`src/rtl/seg7_pkg.sv`:
```
// Shared types and glyph table for the 7-segment scan driver.
// Segment vectors are [0:6] so that index 0 is segment a and index 6 is segment g.
package seg7_pkg;

  typedef logic [0:6] seg7_t;

  localparam seg7_t SEG_BLANK = 7'b0000000;

  // Literals are written a..g from left to right.
  localparam seg7_t GLYPH [16] = '{
    7'b1111110, 7'b0110000, 7'b1101101, 7'b1111001,
    7'b0110011, 7'b1011011, 7'b1011111, 7'b1110000,
    7'b1111111, 7'b1111011, 7'b1110111, 7'b0011111,
    7'b1001110, 7'b0111101, 7'b1001111, 7'b1000111
  };

  // A raw field has bit0 = a, so its bit order is the reverse of seg7_t.
  function automatic seg7_t raw_to_seg7(input logic [6:0] field);
    seg7_t seg;
    for (int k = 0; k < 7; k++) begin
      seg[k] = field[k];
    end
    return seg;
  endfunction

endpackage

```
`src/rtl/seg7_scan_driver_if.sv`:
```
// Host-side bundle of the scan driver: data, control, and the anode/segment pins.
interface seg7_scan_driver_if #(
  parameter int unsigned NUM_DIGITS = 4,
  parameter int unsigned BRIGHT_W   = 4
);
  import seg7_pkg::*;

  logic                    en;
  logic                    hex_mode;
  logic [NUM_DIGITS*7-1:0] digits;
  logic                    load;
  logic [BRIGHT_W-1:0]     brightness;
  logic [NUM_DIGITS-1:0]   anode_o;
  seg7_t                   seg_o;
  logic                    frame_o;

  modport master (
    output en, hex_mode, digits, load, brightness,
    input  anode_o, seg_o, frame_o
  );

  modport slave (
    input  en, hex_mode, digits, load, brightness,
    output anode_o, seg_o, frame_o
  );

endinterface

```
`src/rtl/hex_to_seg7.sv`:
```
// Combinational hex nibble to segment pattern, active-high.
module hex_to_seg7
  import seg7_pkg::*;
(
  input  logic [3:0] value,
  output seg7_t      seg
);

  assign seg = GLYPH[value];

endmodule

```
`src/rtl/seg7_scan_driver.sv`:
```
// Time-multiplexed 7-segment scanner with frame-synchronous double buffering,
// PWM brightness, an inter-digit blanking gap, and raw/hex decoding.
module seg7_scan_driver
  import seg7_pkg::*;
#(
  parameter int unsigned NUM_DIGITS       = 4,
  parameter int unsigned CLK_DIV          = 1000,
  parameter int unsigned BRIGHT_W         = 4,
  parameter int unsigned BLANK_TICKS      = 1,
  parameter bit          ANODE_ACTIVE_LOW = 1'b1,
  parameter bit          SEG_ACTIVE_LOW   = 1'b1
) (
  input logic               clk,
  input logic               rst_n,
  seg7_scan_driver_if.slave bus
);

  localparam int unsigned SLOT = 1 << BRIGHT_W;
  localparam int unsigned PW   = (CLK_DIV > 1) ? $clog2(CLK_DIV) : 1;
  localparam int unsigned DW   = $clog2(NUM_DIGITS);
  localparam logic [NUM_DIGITS-1:0] ANODE_OFF = {NUM_DIGITS{ANODE_ACTIVE_LOW}};
  localparam seg7_t SEG_OFF = {7{SEG_ACTIVE_LOW}};

  logic [PW-1:0]           p_q;
  logic [BRIGHT_W-1:0]     s_q;
  logic [DW-1:0]           d_q;
  logic [NUM_DIGITS*7-1:0] pend_digits_q, act_digits_q;
  logic                    pend_hex_q, act_hex_q, pend_flag_q;
  logic [NUM_DIGITS-1:0]   anode_q;
  seg7_t                   seg_q;
  logic                    frame_q;

  logic                    tick, slot_end, frame_end, lit;
  logic [BRIGHT_W:0]       lit_end;
  logic [6:0]              field;
  seg7_t                   hex_seg, seg_lit, seg_pol;
  logic [NUM_DIGITS-1:0]   onehot, anode_pol;

  assign tick      = bus.en && (p_q == PW'(CLK_DIV - 1));
  assign slot_end  = (s_q == BRIGHT_W'(SLOT - 1));
  assign frame_end = tick && slot_end && (d_q == DW'(NUM_DIGITS - 1));

  // One extra bit so BLANK_TICKS + brightness saturates past the slot instead of wrapping.
  assign lit_end = {1'b0, bus.brightness} + (BRIGHT_W + 1)'(BLANK_TICKS);
  assign lit     = bus.en && (s_q >= BRIGHT_W'(BLANK_TICKS)) && ({1'b0, s_q} < lit_end);

  always_comb begin
    field = '0;
    for (int i = 0; i < NUM_DIGITS; i++) begin
      if (d_q == DW'(i)) field = act_digits_q[7*i +: 7];
    end
  end

  hex_to_seg7 u_hex_to_seg7 (
    .value (field[3:0]),
    .seg   (hex_seg)
  );

  always_comb begin
    seg_lit   = act_hex_q ? hex_seg : raw_to_seg7(field);
    seg_pol   = SEG_ACTIVE_LOW ? ~seg_lit : seg_lit;
    onehot    = NUM_DIGITS'(1) << d_q;
    anode_pol = ANODE_ACTIVE_LOW ? ~onehot : onehot;
  end

  // Scan position: prescaler, tick within slot, digit index.
  always_ff @(posedge clk or negedge rst_n) begin
    if (!rst_n) begin
      p_q <= '0;
      s_q <= '0;
      d_q <= '0;
    end else if (!bus.en) begin
      p_q <= '0;
      s_q <= '0;
      d_q <= '0;
    end else if (tick) begin
      p_q <= '0;
      s_q <= s_q + BRIGHT_W'(1);
      if (slot_end) d_q <= (d_q == DW'(NUM_DIGITS - 1)) ? '0 : d_q + DW'(1);
    end else begin
      p_q <= p_q + PW'(1);
    end
  end

  // Double buffer: the active copy only changes at a frame boundary, or at once while idle.
  always_ff @(posedge clk or negedge rst_n) begin
    if (!rst_n) begin
      pend_digits_q <= '0;
      pend_hex_q    <= 1'b0;
      pend_flag_q   <= 1'b0;
      act_digits_q  <= '0;
      act_hex_q     <= 1'b0;
    end else begin
      if (bus.load) begin
        pend_digits_q <= bus.digits;
        pend_hex_q    <= bus.hex_mode;
      end
      if (!bus.en || frame_end) begin
        if (bus.load) begin
          act_digits_q <= bus.digits;
          act_hex_q    <= bus.hex_mode;
          pend_flag_q  <= 1'b0;
        end else if (frame_end && pend_flag_q) begin
          act_digits_q <= pend_digits_q;
          act_hex_q    <= pend_hex_q;
          pend_flag_q  <= 1'b0;
        end
      end else if (bus.load) begin
        pend_flag_q <= 1'b1;
      end
    end
  end

  always_ff @(posedge clk or negedge rst_n) begin
    if (!rst_n) begin
      anode_q <= ANODE_OFF;
      seg_q   <= SEG_OFF;
      frame_q <= 1'b0;
    end else begin
      anode_q <= lit ? anode_pol : ANODE_OFF;
      seg_q   <= lit ? seg_pol : SEG_OFF;
      frame_q <= frame_end;
    end
  end

  assign bus.anode_o = anode_q;
  assign bus.seg_o   = seg_q;
  assign bus.frame_o = frame_q;

endmodule
```
`src/flat_wrapper.sv`:
```
// flat-port wrapper written by rule: the top's interface ports become plain ports
module seg7_scan_driver_flat import seg7_pkg::*;
#(
  parameter int unsigned NUM_DIGITS       = 4,
  parameter int unsigned CLK_DIV          = 1000,
  parameter int unsigned BRIGHT_W         = 4,
  parameter int unsigned BLANK_TICKS      = 1,
  parameter bit          ANODE_ACTIVE_LOW = 1'b1,
  parameter bit          SEG_ACTIVE_LOW   = 1'b1
)
  (clk, rst_n, bus_en, bus_hex_mode, bus_digits, bus_load, bus_brightness, bus_anode_o, bus_seg_o, bus_frame_o);
  seg7_scan_driver_if #(.NUM_DIGITS(NUM_DIGITS), .BRIGHT_W(BRIGHT_W)) bus_i ();
  input logic clk;
  input logic rst_n;
  input wire logic [$bits(bus_i.en)-1:0] bus_en;
  input wire logic [$bits(bus_i.hex_mode)-1:0] bus_hex_mode;
  input wire logic [$bits(bus_i.digits)-1:0] bus_digits;
  input wire logic [$bits(bus_i.load)-1:0] bus_load;
  input wire logic [$bits(bus_i.brightness)-1:0] bus_brightness;
  output wire logic [$bits(bus_i.anode_o)-1:0] bus_anode_o;
  output wire logic [$bits(bus_i.seg_o)-1:0] bus_seg_o;
  output wire logic [$bits(bus_i.frame_o)-1:0] bus_frame_o;
  assign bus_i.en = bus_en;
  assign bus_i.hex_mode = bus_hex_mode;
  assign bus_i.digits = bus_digits;
  assign bus_i.load = bus_load;
  assign bus_i.brightness = bus_brightness;
  assign bus_anode_o = bus_i.anode_o;
  assign bus_seg_o = bus_i.seg_o;
  assign bus_frame_o = bus_i.frame_o;
  seg7_scan_driver #(.NUM_DIGITS(NUM_DIGITS), .CLK_DIV(CLK_DIV), .BRIGHT_W(BRIGHT_W), .BLANK_TICKS(BLANK_TICKS), .ANODE_ACTIVE_LOW(ANODE_ACTIVE_LOW), .SEG_ACTIVE_LOW(SEG_ACTIVE_LOW)) u_core (.clk(clk), .rst_n(rst_n), .bus(bus_i));
endmodule
```
`config.mk`:
```
export PLATFORM = sky130hd
export DESIGN_NAME = seg7_scan_driver_flat
export DESIGN_NICKNAME = d
export VERILOG_FILES = /design/src/rtl/seg7_pkg.sv /design/src/rtl/seg7_scan_driver_if.sv /design/src/rtl/hex_to_seg7.sv /design/src/rtl/seg7_scan_driver.sv /design/src/flat_wrapper.sv
export SDC_FILE = /design/constraint.sdc
export NUM_CORES = 1
export LEC_CHECK = 0
export CAP_MARGIN = 40
export CORE_MARGIN = 2
export CORE_UTILIZATION = 50
export DETAILED_ROUTE_END_ITERATION = 7
export PLACE_DENSITY = 0.82
export SLEW_MARGIN = 30
export SYNTH_ARGS = -nofsm -noshare
export SYNTH_HDL_FRONTEND = slang
export SYNTH_SLANG_ARGS = --single-unit
```
`constraint.sdc`:
```
create_clock -name clk -period 2.5 [get_ports clk]
set_input_delay 0.5 -clock clk [delete_from_list [all_inputs] [get_ports clk]]
set_output_delay 0.5 -clock clk [all_outputs]
set_load 0.05 [all_outputs]
```
==> impl_metrics.json <==
{
  "run_status": "finished, final reports clean",
  "async_reset_ff_share_pct": 100,
  "syn-mean-instance-area_um2": 12.3,
  "nFillCells": 656,
  "flow.area_growth_from_synthesis_pct": 21.0,
  "cts_root_buf": "clkbuf_8",
  "path_buf_inv": 2,
  "dp.final_hpwl_mm": 5.59,
  "post_synthesis_share_of_cell_area_spent_on_and_or_nand_and_nor_gates_pct": 9.71,
  "type_of_the_worst_min_delay_path": "in2async",
  "number_of_distinct_library_cells_after_synthesis": 43,
  "finalCriticalPeriod_ps": 2290,
  "crit_type": "reg2reg",
  "synth_nets": 389,
  "fmax_mhz": 437,
  "synth_top_family_by_area": "multiplexers",
  "gp_congestion": 0.865,
  "irDropWorstVdd_uv": 337,
  "die_h_um": 94.5,
  "yosys_register_bits": 87,
  "ant_nets": 0,
  "synthFlopType": "dfrtp_1",
  "max_slew.worst_pin.slew_ps": 622,
  "timing.critical_path.max_delay_family": "compound AO/OA/AOI/OAI gates",
  "cts.clk_slew.worst_paths_ps": 100,
  "worst_r2r_path_depth": 10,
  "design.die.area_um2": 8930,
  "setup_total_negative_slack_ps": 0,
  "report.final.slew_viol_count": 0,
  "grt_pass1_wl_mm": 12.8,
  "clock_latency_ps": 360,
  "post_synth_instance_area_um2": 4100,
  "drt_wl_total_mm": 7.54,
  "cts_num_sinks": 87,
  "multi_input_area_um2": 1790,
  "drc": 0,
  "routed-via-count": 2710,
  "grt_start_max_net_pins": 42,
  "grtUsageTotal_pct": 18.6,
  "final_net_count": 449,
  "dpl-instance-area_um2": 4770,
  "number_of_antenna_violations_at_the_first_check_in_global_routing": 0,
  "endpoint_kind": "flop",
  "hold_violations": 0,
  "post_synth_inst_count": 334,
  "die-width_um": 94.5,
  "worst-path-stages": 10,
  "cp_slowest_cell": "dfrtp_1",
  "place.port_buffers": 48,
  "critical-path-max-stage-delay_ps": 420,
  "cts_htree_levels": 3,
  "critical_path.cell_chain": "inv_1, ha_1, buf_4, nand2_1, o211ai_1, nand2_2, ha_1, o21ai_0, a21boi_0, o221ai_1",
  "total_leakage_power_uw": 0.00215,
  "setup.worst_path.start": "u_core.d_q[0]",
  "route.detailed.vias_per_inst": 5.38,
  "p_per_area_nw_per_um2": 620,
  "crit_arrival_ps": 2550,
  "layout_cells_sized_above_1_pct": 26.3,
  "cp_data_required_time_ps": 2760,
  "startpoint_of_the_worst_register_to_register_path": "u_core.d_q[0]",
  "synth-compound-area-share_pct": 7.97,
  "post_synth_fa_ha_maj_area_fraction_pct": 5.50,
  "std_cell_rows": 33,
  "finalPower_uw": 3070,
  "critical-path-top-cell-by-count": "ha_1",
  "max-clock-path-buffers": 2,
  "antenna_cells": 0,
  "layout.cells.most_common_list": "76 x dfrtp_1, 48 x mux2_2, 47 x clkdlybuf4s50_1",
  "final.setup_skew_ps": 15.1,
  "tritoncts": "built",
  "cts_buffers": 9,
  "initial_core_util_pct": 50.6,
  "rsz0062_at_grt": "false",
  "cp_max_fo": 6,
  "relative_slew_slack_pct": 58.2,
  "max-cap-violations": 0,
  "io_pins": 49,
  "sequential_cell_area_um2": 2190,
  "dr.first_iter.drc_count": 205,
  "muxShareOfSynthArea_pct": 17.6,
  "report.final.setup_viol": 0,
  "grt-ovfl-total": 0,
  "synth_enable_flop_cells": 0,
  "min_period_over_period_pct": 91.5,
  "number_of_global_route_vias_before_repair": 2697,
  "wl_per_cell_um": 15.0,
  "seq_area_frac_synth_pct": 53.5,
  "final_core_occ_pct": 61.2,
  "worst_setup_path_start_kind": "flop",
  "core_area_um2": 8090,
  "final_design_area_no_fill_um2": 4960,
  "detailedRoute.firstPassIterationCount": 4,
  "synthXorXnorAreaFrac_pct": 2.78,
  "layout_commonest_cell": "dfrtp_1",
  "yosys_warnings": 0
}
[synthesized netlist by cell type, types with 3 or more instances]
cell	count	area share (%)
o21ai_0	10	1.2
a221oi_1	3	0.64
ha_1	18	5.5
nor2b_1	3	0.46
dfstp_2	11	7.1
mux2i_1	3	0.73
buf_1	3	0.27
xnor2_1	8	1.7
inv_1	15	1.4
and3_1	7	1.1
nor2_1	21	1.9
o21a_1	3	0.55
nand3_1	8	0.98
nand3b_1	3	0.55
nand2_1	20	1.8
mux2_4	10	3.7
dfrtp_1	76	46
o211ai_1	4	0.73
xor2_1	5	1.1
nand2b_1	5	0.76
nand4_1	3	0.46
mux2_2	48	13
clkbuf_1	7	0.64
a21oi_1	16	2.0
[power by group]
part / internal (uW) / leakage (uW) / switching, uW
sequential: 1550 / 0.00104 / 87.5
combinational: 293 / 0.00102 / 247
clock: 370 / 0.0000838 / 522
total: 2220 / 0.00215 / 856
[per-stage QoR]
stage,setup slack (ps),cells,hold WS [ps]
2_1_floorplan,256,334,204
3_3_place_gp,20.0,488,476
3_5_place_dp,-40.6,488,475
4_1_cts,190,504,117
5_1_grt,4.81,504,142
6_report,211,504,105
[state kept, by name, summed over array words and instances (netlist names)]
signal,count
u_core.bus.seg_o,7
u_core.pend_digits_q,28
u_core.pend_hex_q,1
u_core.p_q,10
u_core.s_q,4
u_core.bus.frame_o,1
u_core.act_digits_q,28
u_core.d_q,2
u_core.pend_flag_q,1
u_core.act_hex_q,1
u_core.bus.anode_o,4
[routing by layer]
layer  GRT usage [%]  vias up  wire, um
met5               0        -         0
met4            6.88        0       127
met3            4.07       11       332
met2            29.2       64      3610
met1            25.6     1340      3470
li1                -     1295         -
[what timing repair did]
item	4_1_cts	5_1_grt
endpoints found under the setup margin	0	2
hold buffers	0	0
resized for setup	0	3
setup buffers	0	0
[logic make-up (layout without fill, tap and decap cells)]
group | Yosys count | after routing
AOI/OAI and AO/OA | 50 | 50
muxes | 61 | 61
and+or+nand+nor | 77 | 77
DFF | 87 | 87
xor gates and xnor gates | 13 | 13
adders and majority gates | 18 | 18
buffers and inverters | 28 | 93
[final timing paths]
check | endpoint | slack [ps]
hold reg to reg | u_core.p_q[0] | 490
setup reg to reg | u_core.bus.seg_o[6] | 210
max in group asynchronous | u_core.bus.anode_o[1] | 1750
min in group clk | u_core.p_q[0] | 490
setup / recovery | u_core.bus.seg_o[6] | 210
hold / removal | u_core.s_q[3] | 110
[area by class of cell]
cell class | count | share of cell area, %
clock inverter | 7 | 1.14
clock buffer | 9 | 2.50
inverter | 15 | 1.14
timing repair buffer | 62 | 12.3
tap | 105 | 2.65
sequential | 87 | 44.2
multi-input combinational | 219 | 36.1
[worst reg2reg max path: cells and delay by family, from the launching register on]
kind	cells	cell delay (ps)
AOI/OAI and AO/OA	4	780
and+or+nand+nor	2	200
adders and majority gates	2	520
DFF	1	420
buffers and inverters	2	280
(Power assumes the default switching activity.)
